`src/rtl/scaled_window_reader.sv`:
```
// Maps VGA scan coordinates onto a centred, power-of-two scaled window of a
// source image and fetches its pixels through a fixed 3-cycle pipeline.
module scaled_window_reader #(
  parameter int          SRC_W    = 160,
  parameter int          SRC_H    = 120,
  parameter int          H_ACT    = 640,
  parameter int          V_ACT    = 480,
  parameter int          XW       = 10,
  parameter int          ADDR_W   = 15,
  parameter int          MAX_LOG2 = 2,
  parameter logic [7:0]  BORDER   = 8'h00
) (
  input  logic              clk_vga,
  input  logic              vga_reset,
  input  logic [XW-1:0]     next_x,
  input  logic [XW-1:0]     next_y,
  input  logic              cfg_req,
  input  logic              cfg_zoom_out,
  input  logic [1:0]        cfg_log2,
  output logic              cfg_ack,
  output logic [ADDR_W-1:0] src_rd_addr,
  input  logic [7:0]        src_q,
  output logic [7:0]        color_out,
  output logic              in_image,
  output logic              frame_start
);

  localparam int WW = XW + MAX_LOG2;

  function automatic logic [WW-1:0] span(input int src, input int act,
                                         input logic zoom, input logic [1:0] k);
    logic [WW-1:0] s;
    s = zoom ? (WW'(src) >> k) : (WW'(src) << k);
    if (s > WW'(act)) s = WW'(act);
    return s;
  endfunction

  function automatic logic [WW-1:0] center(input int act, input logic [WW-1:0] s);
    return (WW'(act) - s) >> 1;
  endfunction

  localparam logic [WW-1:0] W0 = span(SRC_W, H_ACT, 1'b0, 2'd0);
  localparam logic [WW-1:0] H0 = span(SRC_H, V_ACT, 1'b0, 2'd0);
  localparam logic [WW-1:0] X0 = center(H_ACT, W0);
  localparam logic [WW-1:0] Y0 = center(V_ACT, H0);

  logic [XW-1:0] prev_y;
  logic          pend_valid;
  logic          pend_zoom;
  logic [1:0]    pend_k;
  logic          act_zoom;
  logic [1:0]    act_k;
  logic [WW-1:0] win_w, win_h, x_off, y_off;
  logic [1:0]    log2_sat;
  logic          win_d1, win_d2;

  logic [WW-1:0]     x_ext, y_ext, dx, dy, col, row;
  logic              in_win;
  logic [ADDR_W-1:0] addr_n;

  assign frame_start = (prev_y != '0) && (next_y == '0);
  // The ack is the apply strobe: pending slot only retires on a frame boundary.
  assign cfg_ack     = frame_start && pend_valid;
  assign log2_sat    = (int'(cfg_log2) > MAX_LOG2) ? 2'(MAX_LOG2) : cfg_log2;

  always_ff @(posedge clk_vga or posedge vga_reset) begin
    if (vga_reset) begin
      prev_y     <= '0;
      pend_valid <= 1'b0;
      pend_zoom  <= 1'b0;
      pend_k     <= 2'd0;
      act_zoom   <= 1'b0;
      act_k      <= 2'd0;
      win_w      <= W0;
      win_h      <= H0;
      x_off      <= X0;
      y_off      <= Y0;
    end else begin
      prev_y <= next_y;
      if (cfg_ack) begin
        act_zoom   <= pend_zoom;
        act_k      <= pend_k;
        win_w      <= span(SRC_W, H_ACT, pend_zoom, pend_k);
        win_h      <= span(SRC_H, V_ACT, pend_zoom, pend_k);
        x_off      <= center(H_ACT, span(SRC_W, H_ACT, pend_zoom, pend_k));
        y_off      <= center(V_ACT, span(SRC_H, V_ACT, pend_zoom, pend_k));
        pend_valid <= 1'b0;
      end else if (cfg_req && !pend_valid) begin
        pend_valid <= 1'b1;
        pend_zoom  <= cfg_zoom_out;
        pend_k     <= log2_sat;
      end
    end
  end

  always_comb begin
    x_ext  = WW'(next_x);
    y_ext  = WW'(next_y);
    dx     = x_ext - x_off;
    dy     = y_ext - y_off;
    // x_off + win_w never exceeds the active area, so blanking falls outside.
    in_win = (x_ext >= x_off) && (x_ext < x_off + win_w) &&
             (y_ext >= y_off) && (y_ext < y_off + win_h);
    col    = act_zoom ? (dx << act_k) : (dx >> act_k);
    row    = act_zoom ? (dy << act_k) : (dy >> act_k);
    addr_n = ADDR_W'(row) * ADDR_W'(SRC_W) + ADDR_W'(col);
  end

  always_ff @(posedge clk_vga or posedge vga_reset) begin
    if (vga_reset) begin
      src_rd_addr <= '0;
      win_d1      <= 1'b0;
      win_d2      <= 1'b0;
      in_image    <= 1'b0;
      color_out   <= 8'h00;
    end else begin
      src_rd_addr <= in_win ? addr_n : '0;
      win_d1      <= in_win;
      // win_d2 lines up with src_q for the address issued one cycle earlier.
      win_d2      <= win_d1;
      in_image    <= win_d2;
      color_out   <= win_d2 ? src_q : BORDER;
    end
  end

endmodule

```
`config.mk`:
```
export PLATFORM = sky130hd
export DESIGN_NAME = scaled_window_reader
export DESIGN_NICKNAME = d
export VERILOG_FILES = /design/src/rtl/scaled_window_reader.sv
export SDC_FILE = /design/constraint.sdc
export NUM_CORES = 1
export LEC_CHECK = 0
export BUFFER_PORTS_ARGS = -buffer_cell sky130_fd_sc_hd__buf_2
export CAP_MARGIN = 40
export CORE_MARGIN = 4
export CORE_UTILIZATION = 55
export DETAILED_ROUTE_END_ITERATION = 8
export PLACE_DENSITY = 0.8
export RECOVER_POWER = 25
export SKIP_CTS_REPAIR_TIMING = 1
export SLEW_MARGIN = 20
export SYNTH_ARGS = -nofsm -noshare
export SYNTH_HDL_FRONTEND = slang
export SYNTH_SLANG_ARGS = --single-unit
```
`constraint.sdc`:
```
create_clock -name clk_vga -period 4.9 [get_ports clk_vga]
set_input_delay 0.49 -clock clk_vga [delete_from_list [all_inputs] [get_ports clk_vga]]
set_output_delay 0.49 -clock clk_vga [all_outputs]
set_load 0.01 [all_outputs]
```
==> results of run 1 <==
[cell type report]
type,count,area (µm²)
multi-input combinational,578,4250
fill,887,3840
sequential,78,1970
timing repair buffer,111,688
clock buffer,9,225
inverter,51,193
tap,143,179
clock inverter,7,72.6
[flip-flops by register name, indices dropped and copies added (netlist names)]
name and cells:
y_off 10, pend_zoom 1, win_h 8, pend_k 2
in_image 1, act_zoom 1, x_off 8, color_out 8
act_k 2, win_d1 1, pend_valid 1, win_w 9
win_d2 1, prev_y 10, src_rd_addr 15
[worst max-delay path by stage]
stage | cells past startpoint | endpoint | startpoint
after floorplan | 20 | src_rd_addr[14]$_DFF_PP0_ | next_y[0]
after global placement | 23 | src_rd_addr[14]$_DFF_PP0_ | next_y[0]
after detailed placement | 24 | src_rd_addr[14]$_DFF_PP0_ | next_y[0]
after CTS | 22 | src_rd_addr[14]$_DFF_PP0_ | y_off[2]$_DFFE_PP1P_
after global routing | 22 | src_rd_addr[14]$_DFF_PP0_ | y_off[0]$_DFFE_PP0P_
final | 22 | src_rd_addr[14]$_DFF_PP0_ | y_off[2]$_DFFE_PP1P_
[critical path, delay by kind of cell, from the launching register on]
family	cells	cell delay (ns)
xor+xnor	4	0.92
buf+inv	5	0.70
compound gates	8	1.42
fa+ha+maj	3	1.03
simple gates	2	0.21
flops	1	0.57
[per-stage QoR]
| step | hold slack [ns] | setup TNS [ns] | worst slack, ns | util (%) | std cells |
|---|---|---|---|---|---|
| after floorplan | 0.331 | 0 | 0.102 | - | 735 |
| after global placement | 0.341 | -0.0835 | -0.0835 | 62.2 | 953 |
| after detailed placement | 0.337 | -0.470 | -0.284 | 62.4 | 954 |
| after CTS | 0.220 | -0.0444 | -0.0444 | 65.0 | 970 |
| after global routing | 0.266 | -0.241 | -0.200 | 66.4 | 977 |
| final | 0.273 | -0.0251 | -0.0251 | 66.4 | 977 |
[power groups by stage]
| stage | Combinational, mW | Sequential, mW | Clock, mW |
|---|---|---|---|
| after floorplan | 0.424 | 0.681 | 0 |
| after global placement | 0.562 | 0.694 | 0 |
| after detailed placement | 0.591 | 0.696 | 0 |
| after CTS | 0.596 | 0.685 | 0.675 |
| after global routing | 0.717 | 0.688 | 0.709 |
| final | 0.650 | 0.685 | 0.666 |
[cells in the final DEF (no fill, tap or decap), types with 8 or more instances in the layout]
master and count:
nor2_1 73, o21ai_0 46, nand3_1 8, xor2_1 17, dfrtp_1 64, xnor2_1 22
o211ai_1 13, ha_1 74, nor2b_1 8, a21o_1 21, o21ai_1 9, clkbuf_16 9
a21oi_1 47, buf_2 51, o22ai_1 8, buf_4 49, nand2_1 69, nand2b_1 9
and2_1 13, clkbuf_1 10, o21a_1 11, inv_1 46, nor3_1 15, dfstp_2 14
[cell families (layout without fill, tap and decap cells)]
| kind of cell | count (synthesis) | count (layout) | share of synthesized area, % |
|---|---|---|---|
| compound gates | 217 | 217 | 22.6 |
| xor+xnor | 43 | 43 | 6.24 |
| fa+ha+maj | 86 | 86 | 17.4 |
| buf+inv | 79 | 178 | 4.63 |
| flops | 78 | 78 | 30.8 |
| mux | 9 | 9 | 2.07 |
| simple gates | 223 | 223 | 16.3 |
[synthesized netlist by cell type (8+ instances only)]
| cell type | n |
|---|---|
| xnor2_1 | 22 |
| nand2b_1 | 9 |
| nand2_1 | 69 |
| inv_1 | 49 |
| a21oi_1 | 49 |
| nor2_1 | 74 |
| and2_1 | 14 |
| o221ai_1 | 8 |
| o21a_1 | 11 |
| clkbuf_1 | 25 |
| a21o_1 | 21 |
| nor3_1 | 16 |
| xor2_1 | 19 |
| o22ai_1 | 8 |
| nor2b_1 | 8 |
| ha_1 | 81 |
| o211ai_1 | 13 |
| o21ai_0 | 52 |
| nand3_1 | 8 |
| dfrtp_1 | 64 |
| dfstp_2 | 14 |
[per-layer routing]
metal	wire length, µm	vias up	global-route usage (%)
li1	-	2803	-
met1	6940	2717	30.5
met2	7990	199	40.9
met3	1070	42	6.42
met4	397	0	8.82
met5	0	-	0
==> metrics.log, run 1 <==
[metrics] status: finished, violations left
[metrics] violations in the final reports: capacitance limit, slew limit, setup timing
[metrics] final RePlAce weighted congestion: 0.900
[metrics] Via Count: 5,761
[metrics] nets: 949
[metrics] number of buffers inserted during clock tree synthesis: 9
[metrics] global-route wire length before repair: 26.2 mm
[metrics] Total Wirelength: 16.4 mm
[metrics] via count of the first global-routing pass: 5,683
[metrics] net count after synthesis: 855
[metrics] number of max-slew violations in the final report: 29
[metrics] maximum root-to-sink buffer count: 2
[metrics] Clock Latency Late Sink: 0.35 ns
[metrics] DRC violations left: 0
[metrics] Clk pwr share: 33.3%
[metrics] switching power share of the total: 32.2%
[metrics] post-detailed-route wirelength per cell: 16.8 µm
[metrics] end of the worst register-to-register path: src_rd_addr[14]$_DFF_PP0_
[metrics] worst voltage drop across the vdd grid: 0.000235 V
[metrics] antenna viol nets, final: 0
[metrics] path depth of the worst reg2reg path: 22
[metrics] number of DRC markers in iteration 0: 436
[metrics] DP Wirelength: 12.3 mm
[metrics] number of failing hold endpoints at the final stage: 0
[metrics] Largest stage delay, worst path: 0.57 ns
[metrics] Clock H-tree levels: 3
[metrics] kind of start point of the critical path: register
[metrics] setup slack, reg-to-reg: -0.03 ns
[metrics] Initial Util: 56.1%
[metrics] antenna cells: 0
[metrics] maximum frequency from static timing analysis: 0.203 GHz
[metrics] Logic pwr share: 32.5%
[metrics] Die ar.: 0.0134 mm²
[metrics] Critical Path End Type: register
[metrics] Final Setup Violations: 1
[metrics] number of different library cells in the post-synthesis netlist: 68
[metrics] Hold Crit Class: in -> reg
[metrics] period utilisation layout: 101%
[metrics] share of flip-flops with an asynchronous set or reset: 100%
[metrics] Port-buffer cells: 59
[metrics] power per standard cell area: 264 mW/mm²
[metrics] Rel. slew slack: -11.3%
[metrics] leakage power: 3.74 nW
[metrics] area growth from synthesis to layout: 18.4%
[metrics] Hold Path Stages: 1
[metrics] number of instances in the synthesized netlist: 735
[metrics] Top-Level Pins: 60
[metrics] antenna violations before repair: 0
[metrics] area share of the leading cell type in the synthesized netlist: 25.0%
[metrics] Horiz. Die Dim: 116 µm
[metrics] share of post-route cells with drive strength above 1: 21.1%
[metrics] clock-pin transition on the worst setup and hold timing paths: 0.06 ns
[metrics] length of the first detailed-routing pass in iterations: 7
[metrics] number of flip-flops and latches in the synthesized netlist: 78
[metrics] CORE AREA: 0.0114 mm²
[metrics] Synth Cell Area: 0.00640 mm²
[metrics] unrepaired setup endpoints after global routing: true
[metrics] post-synthesis sequential area ratio: 30.8%
[metrics] number of enable flip-flop cells after synthesis: 0
[metrics] cell with the largest stage delay on the worst path: dfstp_2
[metrics] Critical Path AT: 5.20 ns
[metrics] vertical die dimension: 116 µm
[metrics] most area-consuming cells after synthesis: dfrtp_1, ha_1, dfstp_2, nor2_1, o21ai_0
[metrics] internal cell power: 1.36 mW
[metrics] top flip-flop cell by instance count after synthesis: dfrtp_1
[metrics] CP dominant cell by count: buf_4
[metrics] Post-Route Skew: 0.0109 ns
[metrics] clock period minus worst slack: 4.93 ns
[metrics] net switching power of the design: 645 µW
[metrics] critical path fanouts, max: 4
[metrics] Clock Sinks: 78
[metrics] maximum number of pins on one net before global-route repair: 51
[metrics] clock tree from TritonCTS: yes
[metrics] FP Rows: 39
[metrics] total routing resource utilization after global routing: 24.4%
[metrics] Post-Place Cell Area: 0.00713 mm²
[metrics] series of cell instances along the critical path: inv_1 -> ha_2 -> buf_4 -> a21o_1 -> a21oi_2 -> xor2_1 -> nor2_1 -> buf_4 -> o221ai_1 -> o21ai_1 -> ha_1 -> buf_4 -> fa_2 -> buf_4 -> a21o_1 -> a21oi_1 -> o21bai_1 -> a21oi_1 -> xor2_1 -> xnor2_1 -> xor3_1 -> nor2_1
[metrics] slew at the pin closest to its max-slew limit: 1.67 ns
[metrics] Overall Power: 2.00 mW
[metrics] Hold EP: prev_y[0]$_DFF_PP0_
[metrics] count of maximum capacitance violations: 1
[metrics] CP required: 5.18 ns
[metrics] min setup slack post-route: -0.0251 ns
[metrics] Worst R2R Start: y_off[2]$_DFFE_PP1P_
[metrics] HP Start: next_y[0]
[metrics] cell taking the most area after synthesis: dfrtp_1
[metrics] average cell area after synthesis: 8.71 µm²
[metrics] Synthesis Warnings: 0
[metrics] Congestion Overflow GR: 0
[metrics] cell chosen for the clock root: clkbuf_16
[metrics] via density per instance: 5.90
[metrics] Design Area, Final: 0.00758 mm²
[metrics] start-to-end type of the worst setup path: reg -> reg
[metrics] portion of total power attributed to sequential cells: 34.3%
Note: power is estimated with default switching activity, not from simulation.
==> inputs of run 2 (changes only) <==
--- a/config.mk
+++ b/config.mk
@@ -5,6 +5,7 @@
 export SDC_FILE = /design/constraint.sdc
 export NUM_CORES = 1
 export LEC_CHECK = 0
+export ABC_AREA = 1
 export BUFFER_PORTS_ARGS = -buffer_cell sky130_fd_sc_hd__buf_2
 export CAP_MARGIN = 40
 export CORE_MARGIN = 4
==> run 2 against run 1 <==
  * Register-to-register slack better by 0.43 ns
  * Via count is 3.8% higher
  * The run ends with capacitance limit, slew limit left
  * Critical path type unchanged
  * Cell area is 4.2% lower
  * Sequential share of layout area is 1.1 points higher
  * Sequential power is 3% higher
  * Die area is 1.6% higher
==> metrics.log, run 2 <==
[metrics] status: finished, violations left
[metrics] violations in the final reports: capacitance limit, slew limit
[metrics] Synthesis Warnings: 0 (unchanged)
[metrics] final RePlAce weighted congestion: 0.948 (+5.4%)
[metrics] setup slack, reg-to-reg: 0.40 ns (+0.43 ns)
[metrics] HP Start: next_y[0]
[metrics] cell chosen for the clock root: clkbuf_16
[metrics] cell taking the most area after synthesis: dfrtp_1
[metrics] share of flip-flops with an asynchronous set or reset: 100% (unchanged)
[metrics] net count after synthesis: 1,014 (+19%)
[metrics] via count of the first global-routing pass: 5,675 (-0.14%)
[metrics] Final Setup Violations: 0 (-1)
[metrics] Clock H-tree levels: 3 (unchanged)
[metrics] worst voltage drop across the vdd grid: 0.000237 V (+1.0%)
[metrics] slew at the pin closest to its max-slew limit: 1.92 ns (+0.251 ns)
[metrics] number of buffers inserted during clock tree synthesis: 9 (unchanged)
[metrics] critical path fanouts, max: 6 (+2)
[metrics] Synth Cell Area: 0.00651 mm² (+1.7%)
[metrics] nets: 1,071 (+13%)
[metrics] number of flip-flops and latches in the synthesized netlist: 78 (unchanged)
[metrics] antenna viol nets, final: 0 (unchanged)
[metrics] antenna cells: 0 (unchanged)
[metrics] number of failing hold endpoints at the final stage: 0 (unchanged)
[metrics] fill cell total of the finished layout: 1,041 (+17%)
[metrics] Buf/Inv on CP: 2 (-3)
[metrics] Top-Level Pins: 60 (unchanged)
[metrics] maximum number of pins on one net before global-route repair: 44 (-14%)
[metrics] post-synthesis sequential area ratio: 30.3% (-0.51 points)
[metrics] share of post-route cells with drive strength above 1: 10.8% (-10 points)
[metrics] Congestion Overflow GR: 0 (unchanged)
[metrics] Clk pwr share: 31.5% (-1.8 points)
[metrics] vertical die dimension: 117 µm (+0.79%)
[metrics] Die ar.: 0.0136 mm² (+1.6%)
[metrics] non-filler cells in the finished layout: 1,099 (+12%)
[metrics] DRC violations left: 0 (unchanged)
[metrics] clock period minus worst slack: 4.50 ns (-0.429 ns)
[metrics] area growth from synthesis to layout: 11.6%
[metrics] most area-consuming cells after synthesis: dfrtp_1, ha_1, nand2_1, inv_1, a21oi_1
[metrics] end of the worst register-to-register path: src_rd_addr[14]$_DFF_PP0_
[metrics] post-detailed-route wirelength per cell: 13.7 µm (-18%)
[metrics] internal cell power: 1.30 mW (-4.3%)
[metrics] portion of total power attributed to sequential cells: 34.4% (about the same)
[metrics] total instance count after detailed placement: 1,083 (+14%)
[metrics] Post-Route Skew: 0.0116 ns (+0.000672 ns)
[metrics] commonest non-fill, non-tap cell in the layout: nand2_1
[metrics] global-route wire length before repair: 26.0 mm (-0.84%)
[metrics] Clock Sinks: 78 (unchanged)
[metrics] Total Wirelength: 15.0 mm (-8.2%)
[metrics] cell with the largest stage delay on the worst path: dfstp_2
[metrics] total routing resource utilization after global routing: 23.7% (-0.75 points)
[metrics] area share of the leading cell type in the synthesized netlist: 24.6% (-0.42 points)
[metrics] number of enable flip-flop cells after synthesis: 0 (unchanged)
[metrics] average cell area after synthesis: 7.28 µm² (-16%)
[metrics] number of DRC markers in iteration 0: 399 (-8.5%)
[metrics] register containing the most flip-flops in the final layout: src_rd_addr
[metrics] Final TNS setup: 0 ns (+0.0251 ns)
[metrics] leakage power: 4.05 nW (+8.3%)
[metrics] Hold Path Stages: 1 (unchanged)
[metrics] length of the first detailed-routing pass in iterations: 6 (-1)
[metrics] kind of start point of the critical path: register
[metrics] Port-buffer cells: 59 (unchanged)
[metrics] clock tree from TritonCTS: yes
[metrics] Rel. slew slack: -28.0% (-17 points)
[metrics] maximum root-to-sink buffer count: 2 (unchanged)
[metrics] top post-synthesis cells by count: nand2_1, inv_1, ha_1, a21oi_1, dfrtp_1
[metrics] period utilisation layout: 91.8% (-8.7 points)
[metrics] CP required: 5.13 ns (-0.05 ns)
[metrics] Post-Route Hold Slack: 0.283 ns (+0.00943 ns)
[metrics] Critical Path End Type: register
[metrics] Via Count: 5,981 (+3.8%)
[metrics] Critical Path AT: 4.73 ns (-0.47 ns)
[metrics] DP Wirelength: 11.7 mm (-4.7%)
[metrics] Worst R2R Start: y_off[2]$_DFFE_PP1P_
[metrics] Largest stage delay, worst path: 0.53 ns (-0.04 ns)
[metrics] Initial Util: 56.5% (+0.47 points)
[metrics] via density per instance: 5.44 (-7.7%)
[metrics] Hold Crit Class: in -> reg
[metrics] switching power share of the total: 36.6% (+4.3 points)
[metrics] top flip-flop cell by instance count after synthesis: dfrtp_1
[metrics] Clock Latency Late Sink: 0.35 ns (about the same)
[metrics] max FFs per register: 15 (unchanged)
[metrics] most frequently used cell type in the post-synthesis netlist: nand2_1
[metrics] Design Area, Final: 0.00726 mm² (-4.2%)
[metrics] start-to-end type of the worst setup path: reg -> reg
[metrics] count of maximum capacitance violations: 1 (unchanged)
[metrics] number of different library cells in the post-synthesis netlist: 46 (-32%)
[metrics] CORE AREA: 0.0115 mm² (+0.85%)
[metrics] power per standard cell area: 282 mW/mm² (+6.6%)
[metrics] number of instances in the synthesized netlist: 894 (+22%)
[metrics] path depth of the worst reg2reg path: 25 (+14%)
[metrics] Horiz. Die Dim: 117 µm (+0.79%)
[metrics] Logic pwr share: 34.1% (+1.6 points)
[metrics] kind of cell adding the most delay to the critical path: adder cells
[metrics] Post-Place Cell Area: 0.00700 mm² (-1.8%)
[metrics] CP dominant cell by count: nand2_1
[metrics] Regs by FF count: src_rd_addr x15, prev_y x10, y_off x10
[metrics] clock-pin transition on the worst setup and hold timing paths: 0.07 ns (about the same)
[metrics] maximum frequency from static timing analysis: 0.222 GHz (+9.5%)
[metrics] antenna violations before repair: 0 (unchanged)
[metrics] net switching power of the design: 748 µW (+16%)
[metrics] number of max-slew violations in the final report: 36 (+24%)
[metrics] Hold EP: prev_y[0]$_DFF_PP0_
[metrics] unrepaired setup endpoints after global routing: false
[metrics] FP Rows: 39 (unchanged)
[metrics] most frequent cells in the layout: nand2_1, inv_1, ha_1
[metrics] Overall Power: 2.04 mW (+2.2%)
-- run 2: changes by cell type after synthesis, moves of 11 or more --
cell	before	now
nand3_1	8	52
nor2_1	74	54
nand2_1	69	235
a21o_1	21	2
inv_1	49	124
and2_1	14	0
a21oi_1	49	75
nor3_1	16	5
-- run 2: kinds of logic (layout without fill, tap and decap cells) --
kind of cell	Yosys count	in the layout	synth area share, %
and+or+nand+nor	368	368	23.4
AOI/OAI and AO/OA	174	174	15.4
buffers and inverters	151	213	8.88
adders and majority gates	86	86	17.1
DFF	78	78	30.3
xor gates and xnor gates	37	37	4.98
-- run 2: how the worst max path moves through the flow --
| stage | cells past startpoint | endpoint | startpoint |
|---|---|---|---|
| after floorplan | 26 | src_rd_addr[14]$_DFF_PP0_ | next_y[0] |
| after global placement | 27 | src_rd_addr[14]$_DFF_PP0_ | next_y[0] |
| after detailed placement | 27 | src_rd_addr[14]$_DFF_PP0_ | next_y[0] |
| after CTS | 25 | src_rd_addr[14]$_DFF_PP0_ | y_off[0]$_DFFE_PP0P_ |
| after global routing | 25 | src_rd_addr[14]$_DFF_PP0_ | y_off[5]$_DFFE_PP1P_ |
| final | 25 | src_rd_addr[14]$_DFF_PP0_ | y_off[2]$_DFFE_PP1P_ |
-- run 2: cell type report --
class / instances / area [µm²] / share of cell area [%]
Clock buffer: 9 / 225 / 3.10
Clock inverter: 7 / 56.3 / 0.775
Inverter: 127 / 478 / 6.58
Multi-Input combinational cell: 665 / 3960 / 54.5
Sequential cell: 78 / 1970 / 27.1
Tap cell: 143 / 179 / 2.46
Timing Repair Buffer: 70 / 394 / 5.43
-- run 2: power groups by stage --
stage | Sequential [mW] | Clock (mW) | Combinational, mW
after floorplan | 0.712 | 0 | 0.530
after global placement | 0.714 | 0 | 0.673
after detailed placement | 0.715 | 0 | 0.689
after CTS | 0.703 | 0.655 | 0.698
after global routing | 0.708 | 0.685 | 0.799
final | 0.704 | 0.644 | 0.697
-- run 2: stage by stage --
step,util [%],setup WS (ns)
final,63.1,0.404
after global routing,63.1,0.0450
after CTS,63.2,0.453
after detailed placement,60.8,0.209
after global placement,60.4,0.323
after floorplan,-,0.702
-- run 2: worst register-to-register path: cells and delay by family (launching register included) --
family / cells / cell delay [ns]
fa+ha+maj: 5 / 1.71
buf+inv: 2 / 0.11
compound gates: 5 / 0.76
flops: 1 / 0.53
simple gates: 12 / 1.00
xor+xnor: 1 / 0.26
-- run 2: layer usage --
metal	routed length, µm	GRT usage [%]
met5	0	0
met4	362	9.10
met3	827	3.29
met2	6960	38.1
met1	6890	32.5
==> inputs of run 3 (changes only) <==
==> constraint.sdc (replaced) <==
create_clock -name clk_vga -period 4.9 [get_ports clk_vga]
set_input_delay 0.245 -clock clk_vga [delete_from_list [all_inputs] [get_ports clk_vga]]
set_output_delay 0.245 -clock clk_vga [all_outputs]
set_load 0.01 [all_outputs]
==> run 3 against run 2 <==
  * Core utilization grew 0.24 points
  * Highest routed layer unchanged
  * Critical path depth is the same
  * The run still ends with capacitance limit, slew limit left
  * Clock-buffer cell count is the same
  * Sequential share of layout area shrank 0.10 points
  * Largest cell class unchanged
  * Critical path type unchanged
  * Cell area grew 0.38%
  * Hold slack lost 0.24 ns
  * Final cell count is essentially flat
==> metrics.log, run 3 (same netlist as run 2, synthesis figures left out) <==
[metrics] count of maximum capacitance violations: 1 (unchanged)
[metrics] DP Wirelength: 12.0 mm (+2.4%)
[metrics] Via Count: 5,964 (-0.28%)
[metrics] register containing the most flip-flops in the final layout: src_rd_addr
[metrics] Congestion Overflow GR: 0 (unchanged)
[metrics] Port-buffer cells: 59 (unchanged)
[metrics] final RePlAce weighted congestion: 0.953 (+0.52%)
[metrics] antenna cells: 0 (unchanged)
[metrics] most frequent cells in the layout: nand2_1, inv_1, ha_1
[metrics] start-to-end type of the worst setup path: reg -> reg
[metrics] CP dominant cell by count: nand2_1
[metrics] DRC violations left: 0 (unchanged)
[metrics] Initial Util: 56.5% (unchanged)
[metrics] violations in the final reports: capacitance limit, slew limit
[metrics] maximum frequency from static timing analysis: 0.228 GHz (+2.5%)
[metrics] antenna viol nets, final: 0 (unchanged)
[metrics] number of failing hold endpoints at the final stage: 0 (unchanged)
[metrics] maximum root-to-sink buffer count: 2 (unchanged)
[metrics] Total Wirelength: 15.4 mm (+2.0%)
[metrics] antenna violations before repair: 0 (unchanged)
[metrics] via density per instance: 5.43 (-0.19%)
[metrics] CP required: 5.14 ns (about the same)
[metrics] power per standard cell area: 290 mW/mm² (+2.9%)
[metrics] FP Rows: 39 (unchanged)
[metrics] slew at the pin closest to its max-slew limit: 1.91 ns (-0.0147 ns)
[metrics] period utilisation layout: 89.5% (-2.2 points)
[metrics] nets: 1,070 (-0.093%)
[metrics] Largest stage delay, worst path: 0.53 ns (about the same)
[metrics] worst voltage drop across the vdd grid: 0.000223 V (-5.9%)
[metrics] commonest non-fill, non-tap cell in the layout: nand2_1
[metrics] Post-Route Skew: 0.00736 ns (-0.00420 ns)
[metrics] post-detailed-route wirelength per cell: 14.0 µm (+2.1%)
[metrics] number of buffers inserted during clock tree synthesis: 9 (unchanged)
[metrics] number of max-slew violations in the final report: 36 (unchanged)
[metrics] Horiz. Die Dim: 117 µm (unchanged)
[metrics] via count of the first global-routing pass: 5,763 (+1.6%)
[metrics] total routing resource utilization after global routing: 24.4% (+0.69 points)
[metrics] critical path fanouts, max: 6 (unchanged)
[metrics] Clock Latency Late Sink: 0.35 ns (about the same)
[metrics] cell with the largest stage delay on the worst path: dfstp_2
[metrics] unrepaired setup endpoints after global routing: false
[metrics] Critical Path End Type: register
[metrics] share of post-route cells with drive strength above 1: 10.7% (-0.093 points)
[metrics] clock tree from TritonCTS: yes
[metrics] Critical Path AT: 4.63 ns (-0.10 ns)
[metrics] clock-pin transition on the worst setup and hold timing paths: 0.07 ns (about the same)
[metrics] Clock Sinks: 78 (unchanged)
[metrics] number of DRC markers in iteration 0: 417 (+4.5%)
[metrics] Clock H-tree levels: 3 (unchanged)
[metrics] leakage power: 4.05 nW (about the same)
[metrics] Overall Power: 2.11 mW (+3.3%)
[metrics] Die ar.: 0.0136 mm² (unchanged)
[metrics] CORE AREA: 0.0115 mm² (unchanged)
[metrics] Regs by FF count: src_rd_addr x15, prev_y x10, y_off x10
[metrics] area growth from synthesis to layout: 12.0%
[metrics] max FFs per register: 15 (unchanged)
[metrics] global-route wire length before repair: 26.4 mm (+1.8%)
[metrics] clock period minus worst slack: 4.39 ns (-0.110 ns)
[metrics] Buf/Inv on CP: 2 (unchanged)
[metrics] vertical die dimension: 117 µm (unchanged)
[metrics] Top-Level Pins: 60 (unchanged)
[metrics] fill cell total of the finished layout: 1,052 (+1.1%)
[metrics] Final Setup Violations: 0 (unchanged)
[metrics] maximum number of pins on one net before global-route repair: 44 (unchanged)
[metrics] kind of start point of the critical path: register
[metrics] Rel. slew slack: -27.0% (+0.98 points)
[metrics] Hold Crit Class: in -> reg
[metrics] cell chosen for the clock root: clkbuf_16
[metrics] length of the first detailed-routing pass in iterations: 5 (-1)
[metrics] kind of cell adding the most delay to the critical path: adder cells
[metrics] status: finished, violations left
[metrics] Final TNS setup: 0 ns (unchanged)
run 3: changes by cell type in the layout (fill, tap and decap cells not counted):
cell,previous run,this run
clkinvlp_4,0,1
clkinv_2,2,0
clkinv_8,0,1
buf_4,8,7
bufinv_16,0,1
clkinv_4,2,1
run 3: layout make-up:
type	count	area (µm²)	share of cell area [%]
clock inverters	7	91.3	1.25
repair buffers	69	387	5.30
clock buffers	9	225	3.09
inverters	127	478	6.55
multi-input cells	665	3960	54.3
well taps	143	179	2.45
flip-flops and latches	78	1970	27.0
run 3: worst reg2reg max path: cells and delay by family, from the launching register on:
family	cells	cell delay, ns
adders and majority gates	5	1.68
and+or+nand+nor	11	0.96
AOI/OAI and AO/OA	6	0.80
DFF	1	0.53
xor gates and xnor gates	1	0.22
buffers and inverters	2	0.11
run 3: final timing paths:
path                                             end  slack [ns]  depth (start not counted)            startpoint
max in group asynchronous   src_rd_addr[7]$_DFF_PP0_        3.22                          3             vga_reset
setup / recovery           src_rd_addr[14]$_DFF_PP0_        0.51                         25  y_off[2]$_DFFE_PP1P_
hold / removal                   prev_y[0]$_DFF_PP0_        0.04                          1             next_y[0]
hold reg to reg                     win_d2$_DFF_PP0_        0.36                          0      win_d1$_DFF_PP0_
min in group asynchronous         in_image$_DFF_PP0_        0.59                          3             vga_reset
setup reg to reg           src_rd_addr[14]$_DFF_PP0_        0.51                         25  y_off[2]$_DFFE_PP1P_
run 3: power breakdown:
part | total [mW] | switching [mW] | internal [mW]
logic | 0.700 | 0.431 | 0.269
clock network | 0.709 | 0.302 | 0.407
registers | 0.703 | 0.0247 | 0.679
total | 2.11 | 0.758 | 1.35
run 3: metrics by stage:
stage	utilization [%]	hold WS, ns	std cells	worst slack [ns]	area (µm²)
2_1_floorplan	-	0.276	894	0.895	6510
3_3_place_gp	60.3	0.340	1080	0.578	6940
3_5_place_dp	60.7	0.344	1082	0.498	6990
4_1_cts	63.5	-0.00411	1098	0.519	7310
5_1_grt	63.3	0.0446	1098	0.0739	7290
6_report	63.3	0.0432	1098	0.513	7290
run 3: layer usage:
layer,track usage (%),vias up,wire (µm)
li1,-,3057,-
met1,32.8,2673,7090
met2,39.1,199,6970
met3,4.63,35,900
met4,9.02,0,390
met5,0,-,0
